## config.mk

```make
export PLATFORM = sky130hd
export DESIGN_NAME = mux_rr_arbiter
export DESIGN_NICKNAME = d
export VERILOG_FILES = /design/src/rtl/mux_rr_arbiter.sv
export SDC_FILE = /design/constraint.sdc
export NUM_CORES = 1
export LEC_CHECK = 0
export CORE_MARGIN = 4
export CORE_UTILIZATION = 54
export DETAILED_ROUTE_END_ITERATION = 16
export DONT_BUFFER_PORTS = 1
export GPL_ROUTABILITY_DRIVEN = 0
export GPL_TIMING_DRIVEN = 0
export PLACE_DENSITY = 0.81
export REMOVE_ABC_BUFFERS = 1
export SLEW_MARGIN = 20
export SYNTH_ARGS = -nofsm -noshare
export SYNTH_HDL_FRONTEND = slang
export SYNTH_SLANG_ARGS = --single-unit
export TNS_END_PERCENT = 1
```

## constraint.sdc

```tcl
create_clock -name clk -period 1.8 [get_ports clk]
set_input_delay 0.36 -clock clk [delete_from_list [all_inputs] [get_ports clk]]
set_output_delay 0.36 -clock clk [all_outputs]
set_load 0.02 [all_outputs]
```

## src/rtl/mux_rr_arbiter.sv

```systemverilog
// Round-robin arbiter feeding the shared shift-and-select path: grants one requester,
// captures (operand << SHIFT) into a registered valid/ready output, one result per cycle.
module mux_rr_arbiter #(
  parameter  int NUM_REQ = 4,
  parameter  int DATA_W  = 8,
  parameter  int SHIFT   = 3,
  localparam int IDX_W   = $clog2(NUM_REQ)
) (
  input  logic                       clk,
  input  logic                       rst,
  input  logic [NUM_REQ-1:0]         req,
  input  logic [NUM_REQ*DATA_W-1:0]  req_data,
  output logic [NUM_REQ-1:0]         ack,
  output logic                       out_valid,
  input  logic                       out_ready,
  output logic [DATA_W-1:0]          out_data,
  output logic [IDX_W-1:0]           out_src,
  output logic                       busy
);

  typedef enum logic {IDLE, VALID} state_t;

  state_t             state;
  logic [IDX_W-1:0]   ptr;
  logic [NUM_REQ-1:0] eligible;
  logic               grant_vld;
  logic [IDX_W-1:0]   grant_idx;
  logic [IDX_W-1:0]   ptr_next;
  logic [DATA_W-1:0]  operand;
  logic               capture;
  int                 pos;

  // A requester acked this cycle may still hold req high; masking it prevents a double grant.
  assign eligible = req & ~ack;

  // Scan from the highest offset down so the last hit is the closest index at or after ptr.
  always_comb begin
    grant_vld = 1'b0;
    grant_idx = '0;
    pos       = 0;
    for (int i = NUM_REQ - 1; i >= 0; i--) begin
      pos = int'(ptr) + i;
      if (pos >= NUM_REQ) pos = pos - NUM_REQ;
      if (eligible[pos]) begin
        grant_vld = 1'b1;
        grant_idx = pos[IDX_W-1:0];
      end
    end
  end

  assign operand  = req_data[grant_idx*DATA_W +: DATA_W];
  assign ptr_next = (grant_idx == IDX_W'(NUM_REQ - 1)) ? '0 : grant_idx + 1'b1;
  assign capture  = grant_vld && ((state == IDLE) || out_ready);
  assign busy     = out_valid || (|req);

  always_ff @(posedge clk or posedge rst) begin
    if (rst) begin
      state     <= IDLE;
      ptr       <= '0;
      ack       <= '0;
      out_valid <= 1'b0;
      out_data  <= '0;
      out_src   <= '0;
    end else begin
      ack <= '0;
      if (capture) begin
        state     <= VALID;
        out_valid <= 1'b1;
        out_data  <= operand << SHIFT;
        out_src   <= grant_idx;
        ack       <= NUM_REQ'(1) << grant_idx;
        ptr       <= ptr_next;
      end else if ((state == VALID) && out_ready) begin
        state     <= IDLE;
        out_valid <= 1'b0;
      end
    end
  end

endmodule

```

==> flow_summary.yaml <==
worst_setup_path:
  crit_slowest_cell: "dfrtp_2"
  end_kind: "flop"
  r2r_start: "ack[2]"
  cp-startpoint: "ack[2]"
  r2r_slack_ns: -0.06
  critical_path_class: "reg2reg"
  cp-start-kind: "flop"
  setup.worst_path.end: "out_data[6]"
  r2r.worst_path.cells: 6
  required_ns: 1.95
  worstPathArrival_ns: 2.01
  path_cells: "and2b_2 > a22oi_2 > o221a_2 > and2_4 > mux2i_1 > o221ai_1"
  reg2reg_to: "out_data[6]"
  cp_max_fo: 5
  crit_path_max_incr_delay_ns: 0.43
finish:
  final_cells: 125
  diodes: 0
  seqCellArea_um2: 355
  area_delta_synth_final_pct: 21.1
  fillCellCount: 99
  design_area_um2: 1090
  nNetsFinal: 149
  multi_input_area_um2: 577
  drive_above_1_share_pct: 38.5
clocking:
  tritoncts: "built"
  clk_path_buf_depth: 2
  cts-root-buf: "clkbuf_4"
  cts.sinks: 14
  numCtsBuffers: 3
  path_clk_slew_ns: 0.08
  hold_buffers: 0
  htreeDepth: 1
  clock_latency_ns: 0.28
drt:
  antenna_left: 0
  wl_per_cell_um: 18.9
  via_per_inst: 6.56
  drtPass1Iterations: 4
  drc: 0
  totalWireLength_mm: 2.37
  drtIter0Drc: 13
  vias: 820
die:
  fp.dieH_um: 48.9
  dieArea_um2: 2390
  coreArea_um2: 1540
  initial_core_util_pct: 58.6
  rows: 14
  io_pins: 55
  fp.dieW_um: 48.9
placement:
  hpwl_mm: 1.53
  place_ws_ns: -0.348
  place_area_um2: 873
  numPlacedInstances: 110
  port_buffers: 0
power_and_ir_drop:
  internal_power_mw: 1.03
  p_total_mw: 1.87
  clkPwrFrac_pct: 12.0
  powerDensity_nw_per_um2: 1710
  p_leak_nw: 0.472
  vdd_drop_max_mv: 0.951
  share_comb_of_total_power_pct: 49.4
  p_sw_mw: 0.835
  swShare_pct: 44.7
  pwr-share-seq_pct: 38.6
synthesis:
  synth_seq_cells: 14
  yosysWarnings: 0
  synth-edff-count: 0
  synth_area_um2: 903
  synthArstFlopShare_pct: 100
  ys_seq_area_share_pct: 38.8
  synth_cell_type_count: 29
  synthFlopType: "dfrtp_1"
  syn_inst: 98
  syn-mean-instance-area_um2: 9.22
grt:
  grt_pass1_wl_mm: 3.53
  grt_util_all_layers_pct: 18.2
  antenna_found_initial: 0
  grt_max_degree: 15
  grt-ovfl-total: 0
  grt_pass1_vias: 796
sta:
  fin_skew_ns: 0.00168
  setup_slack_ns: -0.0592
  relSlewSlack_pct: 64.3
  holdWs_ns: -0.000350
  worstMarginPinSlew_ns: 0.535
  finalCriticalPeriod_ns: 1.86
  rsz0062_at_grt: "true"
  max_freq_mhz: 538
  drv_slew: 0
  hold_viol: 2
  setup_violations: 6
  layout_worst_path_cycle_share_pct: 103
run_status:
  violations: "hold timing, setup timing"
  status: "finished, violations left"
run:
  drv_cap: 0
min_path:
  hp-class: "in2async"
-- area by class of cell --
cell class | count | area share (%)
Multi-Input combinational cell | 75 | 52.7
Sequential cell | 14 | 32.5
Timing Repair Buffer | 10 | 7.55
Clock buffer | 4 | 3.32
Inverter | 6 | 2.06
Tap cell | 16 | 1.83
-- cells by family after synthesis --
kind of cell,Yosys count,share of synthesized area (%)
other,1,0.415
AOI/OAI and AO/OA,30,23.7
and+or+nand+nor,34,20.5
xor gates and xnor gates,1,0.970
DFF,14,38.8
muxes,6,6.79
buffers and inverters,12,8.86
-- worst min path at each step --
| stage | to | cells after the start |
|---|---|---|
| 6_report | out_src[1] | 1 |
| 5_1_grt | out_src[1] | 1 |
| 4_1_cts | out_src[0] | 1 |
| 3_5_place_dp | out_data[7] | 1 |
| 3_3_place_gp | out_src[0] | 1 |
| 2_1_floorplan | ack[0] | 1 |
-- worst max-delay path: cells and delay by family, from the launching register on --
family | cells | cell delay, ns
mux | 1 | 0.22
simple gates | 2 | 0.50
flops | 1 | 0.43
compound gates | 3 | 0.58
-- cell usage after synthesis, types with 3 or more instances --
library cell	instances	area, um^2
nand2_1	13	48.8
a21oi_1	10	50.1
o221ai_1	6	52.6
nand2b_1	3	18.8
buf_4	3	22.5
o21ai_0	6	30.0
mux2i_1	5	50.1
nor2_1	5	18.8
inv_1	6	22.5
dfrtp_1	14	350
and3_1	6	37.5
-- metal layers --
metal	up-vias	wire length, um	global-route usage (%)
met3	8	200	4.59
met4	0	48	7.62
met1	405	895	21.2
met5	-	0	0
met2	39	1230	31.3
li1	368	-	-
-- metrics by stage --
step	util, %	TNS, ns
floorplan	-	0
global placement	56.7	-2.04
detailed placement	56.7	-2.56
CTS	66.5	-0.0503
global route	70.9	-0.764
finish	70.9	-0.197
-- power groups by stage --
| stage | clock (mW) | sequential [mW] | combinational, mW |
|---|---|---|---|
| 6_report | 0.224 | 0.721 | 0.923 |
| 5_1_grt | 0.241 | 0.736 | 0.997 |
| 4_1_cts | 0.222 | 0.711 | 0.796 |
| 3_5_place_dp | 0 | 0.710 | 0.634 |
| 3_3_place_gp | 0 | 0.701 | 0.607 |
| 2_1_floorplan | 0 | 0.673 | 0.527 |
-- placed cells by master (no fill, tap or decap), drive strengths merged --
| master | instances |
|---|---|
| a2111oi | 1 |
| a21oi | 11 |
| a22oi | 2 |
| a31oi | 1 |
| and2 | 2 |
| and2b | 1 |
| and3 | 6 |
| and4 | 1 |
| buf | 10 |
| clkbuf | 4 |
| conb | 3 |
| dfrtp | 14 |
| inv | 6 |
| mux2 | 1 |
| mux2i | 5 |
| nand2 | 13 |
| nand2b | 3 |
| nor2 | 5 |
| nor2b | 3 |
| nor4 | 1 |
| o21ai | 8 |
| o221a | 1 |
| o221ai | 6 |
| xnor2 | 1 |
-- registers in the layout (all words and copies together), names as in the netlist --
signal	count
out_src	2
ptr	2
ack	4
state	1
out_data	5
-- repair_timing --
action	CTS	global route
pin swaps	6	4
gates resized for setup	11	13
endpoints found under the setup margin	11	9
setup buffers	8	2
cloned	1	0
Power figures use the tool's default switching activity.
